$ cat src/rtl/dbus_bridge.sv
// dbus_bridge: memory-side responder for the datapath's data-access port.
// Takes one read or write request at a time from the datapath, issues it on an
// SRAM-like bus (req / addr_ok / data_ok), and returns aligned, extended read
// data with a one-cycle completion pulse.
//
// Ports:
//   clk, reset             clock, synchronous active-high reset
//   mread_*                read request (valid, byte address, size, signed)
//   mwrite_*               write request (valid, byte address, size, data)
//   flush_ex               squash the in-flight or presented request
//   rd                     extended read data, held until the next read completes
//   d_data_ok              one-cycle completion pulse (reads and writes)
//   busy                   transaction in progress
//   data_req/wr/size/addr/wstrb/wdata   bus request side
//   data_addr_ok/data_ok/rdata          bus response side
module dbus_bridge #(
  parameter int ADDR_W      = 32,
  parameter bit WRITE_FIRST = 1'b1
) (
  input  logic              clk,
  input  logic              reset,
  input  logic              mread_valid,
  input  logic [ADDR_W-1:0] mread_addr,
  input  logic [1:0]        mread_size,
  input  logic              mread_signed,
  input  logic              mwrite_valid,
  input  logic [ADDR_W-1:0] mwrite_addr,
  input  logic [1:0]        mwrite_size,
  input  logic [31:0]       mwrite_data,
  input  logic              flush_ex,
  output logic [31:0]       rd,
  output logic              d_data_ok,
  output logic              busy,
  output logic              data_req,
  output logic              data_wr,
  output logic [1:0]        data_size,
  output logic [ADDR_W-1:0] data_addr,
  output logic [3:0]        data_wstrb,
  output logic [31:0]       data_wdata,
  input  logic              data_addr_ok,
  input  logic              data_data_ok,
  input  logic [31:0]       data_rdata
);

  typedef enum logic [1:0] {IDLE, REQ, WAIT, DONE} state_t;

  state_t            state, state_nxt;
  logic              killed;
  logic              lat_signed;

  logic              take_req, take_wr;
  logic [ADDR_W-1:0] sel_addr;
  logic [1:0]        sel_size;
  logic [3:0]        sel_wstrb;
  logic [31:0]       sel_wdata;
  logic              squash;
  logic [31:0]       rd_ext;

  // Request selection and bus-word formatting, done before latching so the
  // bus fields are plain registers while the request is outstanding.
  always_comb begin
    take_req  = (mread_valid | mwrite_valid) & ~flush_ex;
    take_wr   = mwrite_valid & (WRITE_FIRST | ~mread_valid);
    sel_addr  = take_wr ? mwrite_addr : mread_addr;
    sel_size  = take_wr ? mwrite_size : mread_size;
    if (sel_size == 2'd3) sel_size = 2'd2;
    sel_wstrb = '0;
    sel_wdata = '0;
    case (sel_size)
      2'd0: begin
        sel_wstrb = 4'b0001 << sel_addr[1:0];
        sel_wdata = {4{mwrite_data[7:0]}};
      end
      2'd1: begin
        sel_addr[0] = 1'b0;
        sel_wstrb   = sel_addr[1] ? 4'b1100 : 4'b0011;
        sel_wdata   = {2{mwrite_data[15:0]}};
      end
      default: begin
        sel_addr[1:0] = 2'b00;
        sel_wstrb     = 4'b1111;
        sel_wdata     = mwrite_data;
      end
    endcase
    if (!take_wr) begin
      sel_wstrb = '0;
      sel_wdata = '0;
    end
  end

  // A flush arriving in the same cycle as data_ok still squashes the completion.
  assign squash = killed | flush_ex;

  always_comb begin
    rd_ext = data_rdata;
    case (data_size)
      2'd0: begin
        rd_ext[7:0]  = data_rdata[8*data_addr[1:0] +: 8];
        rd_ext[31:8] = {24{lat_signed & rd_ext[7]}};
      end
      2'd1: begin
        rd_ext[15:0]  = data_rdata[16*data_addr[1] +: 16];
        rd_ext[31:16] = {16{lat_signed & rd_ext[15]}};
      end
      default: rd_ext = data_rdata;
    endcase
  end

  always_ff @(posedge clk) begin
    if (reset) state <= IDLE;
    else       state <= state_nxt;
  end

  always_comb begin
    state_nxt = state;
    case (state)
      IDLE: if (take_req) state_nxt = REQ;
      REQ:  if (data_addr_ok) state_nxt = WAIT;
      WAIT: if (data_data_ok) state_nxt = squash ? IDLE : DONE;
      DONE: state_nxt = IDLE;
      default: state_nxt = IDLE;
    endcase
  end

  always_comb begin
    data_req  = (state == REQ);
    d_data_ok = (state == DONE);
    busy      = (state != IDLE);
  end

  always_ff @(posedge clk) begin
    if (reset) begin
      killed     <= 1'b0;
      lat_signed <= 1'b0;
      rd         <= '0;
      data_wr    <= 1'b0;
      data_size  <= '0;
      data_addr  <= '0;
      data_wstrb <= '0;
      data_wdata <= '0;
    end else begin
      case (state)
        IDLE: begin
          killed <= 1'b0;
          if (take_req) begin
            lat_signed <= mread_signed;
            data_wr    <= take_wr;
            data_size  <= sel_size;
            data_addr  <= sel_addr;
            data_wstrb <= sel_wstrb;
            data_wdata <= sel_wdata;
          end
        end
        REQ: if (flush_ex) killed <= 1'b1;
        WAIT: begin
          if (data_data_ok) begin
            killed <= 1'b0;
            if (!squash && !data_wr) rd <= rd_ext;
          end else if (flush_ex) begin
            killed <= 1'b1;
          end
        end
        default: killed <= 1'b0;
      endcase
    end
  end

endmodule

$ cat config.mk
export PLATFORM = sky130hd
export DESIGN_NAME = dbus_bridge
export DESIGN_NICKNAME = d
export VERILOG_FILES = /design/src/rtl/dbus_bridge.sv
export SDC_FILE = /design/constraint.sdc
export NUM_CORES = 1
export LEC_CHECK = 0
export BUFFER_PORTS_ARGS = -buffer_cell sky130_fd_sc_hd__buf_4
export CORE_MARGIN = 10
export CORE_UTILIZATION = 46
export DETAILED_ROUTE_END_ITERATION = 7
export GPL_TIMING_DRIVEN = 0
export PLACE_DENSITY = 0.8
export SLEW_MARGIN = 20
export SYNTH_ARGS = -nofsm -noshare
export SYNTH_HDL_FRONTEND = slang
export SYNTH_SLANG_ARGS = --single-unit
export TNS_END_PERCENT = 1
$ cat constraint.sdc
create_clock -name clk -period 2.1 [get_ports clk]
set_clock_uncertainty 0.05 [all_clocks]
set_input_delay 0.42 -clock clk [delete_from_list [all_inputs] [get_ports clk]]
set_output_delay 0.42 -clock clk [all_outputs]
set_load 0.01 [all_outputs]
# Word-level counts from Yosys, hierarchy flattened
# Index checks and enable logic that the tools add are counted.
word_totals:
  register_bits: 107
  out_inout_bits: 106
  word_cells: 57
classes:
  n_eq_ne: 9
  shift: 3
  mux: 19
  n_bitwise: 6
  n_reduce_logical: 11
ops:
  columns: ["op", "n"]
  rows:
  - ["32-bit one-hot mux with 2 select lines", 2]
  - ["32-bit 2-to-1 mux", 2]
  - ["32-bit by 6-bit variable part select with 16-bit output", 1]
  - ["32-bit by 6-bit variable part select with 8-bit output", 1]
  - ["2-bit 2-to-1 mux", 6]
  - ["4-bit 2-to-1 mux", 2]
  - ["2-bit one-hot mux with 4 select lines", 1]
  - ["4-bit one-hot mux with 2 select lines", 1]
  - ["2-bit by 1-bit == test with 1-bit output (second input constant)", 3]
  - ["2-bit == test (second input constant)", 3]
  - ["2-bit zero test", 3]
  - ["3-bit AND reduction", 2]
  - ["1-bit 2-to-1 mux", 4]
  - ["2-bit != test (second input constant)", 2]
  - ["1-bit by 2-bit << shifter with 4-bit output (first input constant)", 1]
  - ["1-bit AND", 3]
  - ["1-bit zero test", 2]
  - ["2-bit by 1-bit != test with 1-bit output (second input constant)", 1]
  - ["1-bit OR", 2]
  - ["1-bit one-hot mux with 2 select lines", 1]
  - ["2-bit AND reduction", 1]
  - ["2-bit nonzero test", 1]
  - ["2-bit OR reduction", 1]
  - ["1-bit logical AND", 1]
  - ["1-bit NOT", 1]

# Logic depth before layout (Yosys ltp)
# Gate-level depths: netlist of run 1.
logic_depth:
  ltp_word: 6
  mapped_depth: 8

# Least setup slack after synthesis of run 1
# OpenSTA, ideal clock, no wires.
synth_path:
  path_kind: "register -> register"
  start: "reg state[0]"
  end: "reg rd[20]"
  setup_ns: 0.134
  arrival_time_ns: 1.762
  t_required_ns: 1.916
  setup_slack_ns: 0.154
  path_stages_with_launch: 9
  synth_period_minus_slack_ns: 1.946
  cell_sequence: "dfxtp_1 -> inv_1 -> ha_1 -> or3b_4 -> or2_1 -> buf_6 -> a41oi_4 -> buf_6 -> a211oi_1"
synth_between:
  elab_chain_len: 2
synth_lines:
  columns: ["item", "line_no", "rtl"]
  rows:
  - ["start, declared", "47", "state_t state, state_nxt;"]
  - ["start signal, assigned", "111", "else state <= state_nxt;"]
  - ["2-bit == test", "142", "case (state)"]
  - ["3-bit AND reduction (no source line)", null, null]
  - ["end signal, assigned", "158", "if (!squash && !data_wr) rd <= rd_ext;"]
  - ["end, declared", "31", "output logic [31:0] rd,"]
# Every way passes these cells.
# A chain may end at the register's enable or synchronous reset.

# Final worst setup path of run 1
layout_path:
  start: "reg state[0]"
  end: "reg rd[28]"
# Same word-level chain as after synthesis.

==> flow_summary.yaml, run 1 <==
grt:
  grt_max_degree: 20
  grt_pass1_vias: 5599
  grt_overflow_total: 0
  grt_pass1_wl_um: 28830
  track_usage_pct: 23.71
  antenna_found_initial: 0
clock_network:
  cts_buffer_depth: 2
  clkTransAtPathRegs_ns: 0.11
  root_buffer: "clkbuf_8"
  numClockSinks: 107
  htree_levels: 3
  cts_buffers: 9
  cts_tree: "built"
  holdBufCountCts: 0
  cts_setup_buffers: 0
  clk_latency_ns: 0.37
place:
  post_dp_cell_area_um2: 6963
  gp_congestion: 0.9852
  dp_cells: 955
  place.detailed.hpwl_um: 15400
  dp_slack_ns: -0.1960
  portBuffers: 243
floorplanning:
  dieArea_um2: 15360
  core_um2: 10420
  fp.dieH_um: 123.9
  start_util_pct: 47.70
  io_pins: 246
  rows: 37
  die_w_um: 123.9
worst_setup_path:
  critPathKind: "reg -> reg"
  cp.required_ns: 2.29
  cp_max_fo: 10
  startpoint_type: "flip-flop"
  worstSetupEndpointType: "flip-flop"
  cp.arrival_ns: 2.34
timing:
  final_hold_viol_count: 0
  fin_ws_ns: -0.04993
  drv_slew: 0
  rsz0062_at_grt: "true"
  slew_headroom_pct: 57.62
  period_needed_ns: 2.150
  tightest_slew_ns: 0.6234
  setup_viol: 10
  period_share_pct: 102.4
  fmax_mhz: 465.1
logic_synthesis:
  syn_nets: 720
  synth_cell_type_count: 45
  synth_ff_type: "dfxtp_1"
  ys_seq_elements: 107
  avgSynthCellArea_um2: 8.626
  synth_edf_count: 0
  synthArstFlopShare_pct: 0
  synth_warnings: 0
  synth_seq_area_share_pct: 43.11
  syn_inst: 576
  syn_area_um2: 4969
finish:
  fin_util_pct: 69.50
  diodes: 0
  fillers: 832
  nets: 974
  fin_cells: 971
  final_layout_size_suffix_gt1_share_pct: 36.53
  multi_input_area_um2: 2600
  area_growth_pct: 45.71
  final_cell_area_um2: 7239
  seq_area_um2: 2143
  final_cell_mix: "243 x buf_4, 106 x dfxtp_1, 73 x nor2_1, 67 x nand2_1, 56 x a211oi_1"
  final_common_cell: "buf_4"
routing:
  drc: 0
  vias: 5322
  wl_per_cell_um: 19.40
  first_pass_iters: 5
  via_per_inst: 5.481
  routed_wl_um: 18830
  first_iter_violations: 314
  ant_nets: 0
status:
  violations: "setup timing"
  outcome: "finished, violations left"
min_path:
  worstHoldPathType: "in -> reg"
pwr:
  leakage_nw: 3.149
  vdd_drop_max_mv: 0.4745
  power_density_nw_per_um2: 827.3
  p_total_mw: 5.989
run:
  maxCapViolations: 0
-- cell usage after synthesis, drive strengths merged, types with 6 or more instances --
cell    number  area, um^2
dfxtp      107        2142
nor2        73       274.0
nand2       67       251.5
a211oi      56       420.4
a21oi       49       245.2
mux2i       39       390.4
clkbuf      30       112.6
buf         20       111.4
nand3       20       100.1
o21ai       18       90.09
mux2        11       123.9
o21a         9       67.56
inv          8       30.03
o221ai       8       70.07
and3         7       43.79
o2111a       6       67.56
or3          6       37.54
-- routing by layer --
metal / up-vias / routed length (um) / part of all wire [%] / GRT usage [%]
met5: - / 0 / 0 / 0
met2: 250 / 9023 / 48 / 39.40
met3: 37 / 2296 / 12 / 9.864
li1: 2570 / - / - / -
met1: 2465 / 7053 / 37 / 26.40
met4: 0 / 459 / 2.4 / 9.712
-- flip-flops by register name (all words and copies together), names as in the netlist --
name / flops
data_size: 2
data_addr: 32
data_wdata: 32
state: 2
killed: 1
data_wr: 1
rd: 32
lat_signed: 1
data_wstrb: 4
-- what timing repair did --
action                                  CTS  global route
resized for setup                         9            13
endpoints found under the setup margin   86           102
endpoints found under the hold margin     0             0
-- cells by family after synthesis --
| group | after synthesis | synth area share, % |
|---|---|---|
| adders and majority gates | 4 | 1.007 |
| buffers and inverters | 58 | 5.112 |
| AOI/OAI and AO/OA | 166 | 23.34 |
| muxes | 51 | 10.80 |
| and+or+nand+nor | 190 | 16.62 |
| DFF | 107 | 43.11 |
-- report_power, final --
| part | switching (mW) | total (mW) | leakage (nW) | internal [mW] |
|---|---|---|---|---|
| Clock | 0.768 | 1.46 | 0.117 | 0.696 |
| Combinational | 1.12 | 2.05 | 2.16 | 0.934 |
| Sequential | 0.172 | 2.47 | 0.873 | 2.30 |
-- worst max-delay path: stages (launching register included) --
cell	delay, ns
dfxtp_2	0.36
inv_2	0.06
ha_1	0.16
or3b_4	0.41
or2_1	0.25
buf_6	0.15
a41oi_4	0.32
buf_6	0.19
a211oi_1	0.07
-- final timing paths --
check	startpoint	to	slack, ns	cells after the start
max	state[0]	rd[28]	-0.05	8
min	mread_signed	lat_signed	0.24	3
max reg2reg	state[0]	rd[28]	-0.05	8
min reg2reg	data_wdata[12]	data_wdata[12]	0.41	2
-- area by class of cell --
class,count,area share [%]
multi-input combinational,411,35.91
sequential,107,29.61
timing repair buffer,243,25.20
buffer,50,3.336
tap,136,2.350
clock buffer,9,1.711
clock inverter,7,1.469
inverter,8,0.4148
-- stage by stage --
stage	hold WS, ns	TNS (ns)
global placement	0.3911	-1.567
global route	0.2216	-3.835
detailed placement	0.3951	-5.463
CTS	0.2221	-0.6851
floorplan	0.4261	0
finish	0.2433	-0.4181
Note: power is estimated with default switching activity, not from simulation.
==> run 2: changes to the inputs <==
--- a/config.mk
+++ b/config.mk
@@ -11,6 +11,7 @@
 export DETAILED_ROUTE_END_ITERATION = 7
 export GPL_TIMING_DRIVEN = 0
 export PLACE_DENSITY = 0.8
+export RECOVER_POWER = 50
 export SLEW_MARGIN = 20
 export SYNTH_ARGS = -nofsm -noshare
 export SYNTH_HDL_FRONTEND = slang
==> run 2 against run 1 <==
Against the previous run: the flow still finishes with violations (setup timing); critical endpoint unchanged; combinational power decreased by 7%; maximum frequency increased by 0.45%; via count increased by 0.64%; largest cell class unchanged; critical path type unchanged; hold slack got worse by 0.0052 ns; power decreased by 2.4%; sequential share of layout area increased by 1.2 points; register-to-register slack about the same; non-clock buffer count unchanged; cell count unchanged.
==> flow_summary.yaml, run 2 (synthesized netlist as in run 1, its figures left out) <==
floorplanning:
  die_w_um: 123.9
  start_util_pct: 47.70
  io_pins: 246
  rows: 37
  core_um2: 10420
  dieArea_um2: 15360
  fp.dieH_um: 123.9
timing:
  final_hold_viol_count: 0
  period_needed_ns: 2.140
  tightest_slew_ns: 0.6242
  hold_slack_ns: 0.2382
  rsz0062_at_grt: "true"
  drv_slew: 0
  fin_ws_ns: -0.04034
  slew_headroom_pct: 57.57
  period_share_pct: 101.9
  setup_viol: 10
  fmax_mhz: 467.2
clock_network:
  cts_buffer_depth: 2
  cts_tree: "built"
  root_buffer: "clkbuf_8"
  holdBufCountCts: 0
  htree_levels: 3
  numClockSinks: 107
  clkTransAtPathRegs_ns: 0.11
  clk_latency_ns: 0.38
  cts_setup_buffers: 0
  cts_buffers: 9
grt:
  grt_overflow_total: 0
  track_usage_pct: 23.71
  grt_pass1_wl_um: 28830
  grt_pass1_vias: 5599
  antenna_found_initial: 0
  grt_max_degree: 20
place:
  post_dp_cell_area_um2: 6963
  gp_congestion: 0.9852
  place.detailed.hpwl_um: 15400
  portBuffers: 243
  dp_cells: 955
pwr:
  leakage_nw: 2.824
  vdd_drop_max_mv: 0.4731
  p_total_mw: 5.845
  power_density_nw_per_um2: 841.4
finish:
  area_growth_pct: 39.81
  multi_input_area_um2: 2600
  seq_area_um2: 2143
  final_common_cell: "buf_4"
  final_cell_area_um2: 6947
  final_layout_size_suffix_gt1_share_pct: 27.19
  nets: 974
  diodes: 0
  final_cell_mix: "165 x buf_4, 106 x dfxtp_1, 103 x clkbuf_1, 73 x nor2_1, 67 x nand2_1"
  fillers: 919
  fin_util_pct: 66.69
  reg_top3: "data_addr: 32 flops, data_wdata: 32 flops, rd: 32 flops"
  fin_cells: 971
routing:
  first_pass_iters: 5
  maxUsedRoutingLayer: "met4"
  met1Wirelength_um: 7130
  via_per_inst: 5.516
  first_iter_violations: 295
  wl_met3_um: 2198
  wl_met2_um: 8988
  ant_nets: 0
  drc: 0
  wl_per_cell_um: 19.37
  routed_wl_um: 18810
  vias: 5356
worst_setup_path:
  crit_end: "rd[28]"
  crit_cells: 8
  worstSetupEndpointType: "flip-flop"
  crit_chain: "inv_2, ha_1, or3b_4, or2_1, buf_6, a41oi_4, buf_6, a211oi_1"
  r2r_slack_ns: -0.04
  startpoint: "state[0]"
  startpoint_type: "flip-flop"
  worst_path_most_repeated_cell: "buf_6"
  cp.arrival_ns: 2.34
  cp_max_fo: 10
  slowest_delay_ns: 0.41
  critPathBufInv: 3
  cp.required_ns: 2.30
  reg2reg_to: "rd[28]"
  critPathKind: "reg -> reg"
  rr_worst_depth: 8
  r2r_start: "state[0]"
  critical-path-top-delay-family: "simple AND/OR/NAND/NOR gates"
  crit_path_top_delay_cell: "or3b_4"
status:
  outcome: "finished, violations left"
  violations: "setup timing"
min_path:
  worstHoldPathType: "in -> reg"
run:
  maxCapViolations: 0
run 2: worst min path at each step:
stage	from	endpoint	slack, ns	depth (start not counted)
final	mread_signed	lat_signed	0.24	3
after global routing	mread_signed	lat_signed	0.22	3
after CTS	mread_signed	lat_signed	0.22	3
after detailed placement	data_wdata[12]	data_wdata[12]	0.40	2
after global placement	data_wdata[20]	data_wdata[20]	0.39	2
after floorplan	data_wdata[16]	data_wdata[16]	0.43	2
run 2: worst register-to-register path: stages (launching register included):
cell and delay [ns]:
dfxtp_2 0.36, inv_2 0.06, ha_1 0.16, or3b_4 0.41, or2_1 0.25, buf_6 0.15, a41oi_4 0.31, buf_6 0.19
a211oi_1 0.07
run 2: layer usage:
metal  track usage [%]  vias to the layer above
li1                  -                     2566
met1             26.40                     2492
met2             39.40                      259
met3             9.864                       39
met4             9.712                        0
met5                 0                        -
run 2: final cells by class:
class / count / share of cell area, %
clock inverters: 7 / 1.531
plain buffers: 50 / 3.476
well taps: 136 / 2.450
inverters: 8 / 0.4323
flip-flops and latches: 107 / 30.85
clock buffers: 9 / 1.783
multi-input cells: 411 / 37.43
repair buffers: 243 / 22.05
run 2: through the flow:
stage / setup TNS [ns] / setup WS (ns)
after floorplan: 0 / 0.1537
after global placement: -1.567 / -0.1311
after detailed placement: -5.463 / -0.1960
after CTS: -0.6851 / -0.07540
after global routing: -3.835 / -0.1406
final: -0.3275 / -0.04034
run 2: report_power, final:
group | switching [mW] | internal [mW] | total (mW) | leakage (nW)
Sequential | 0.168 | 2.30 | 2.47 | 0.873
Clock | 0.772 | 0.696 | 1.47 | 0.117
Combinational | 1.12 | 0.792 | 1.91 | 1.83
run 2: timing repair:
action,4_1_cts,5_1_grt
setup endpoints to repair,86,102
gates resized for setup,9,13
endpoints found under the hold margin,0,0
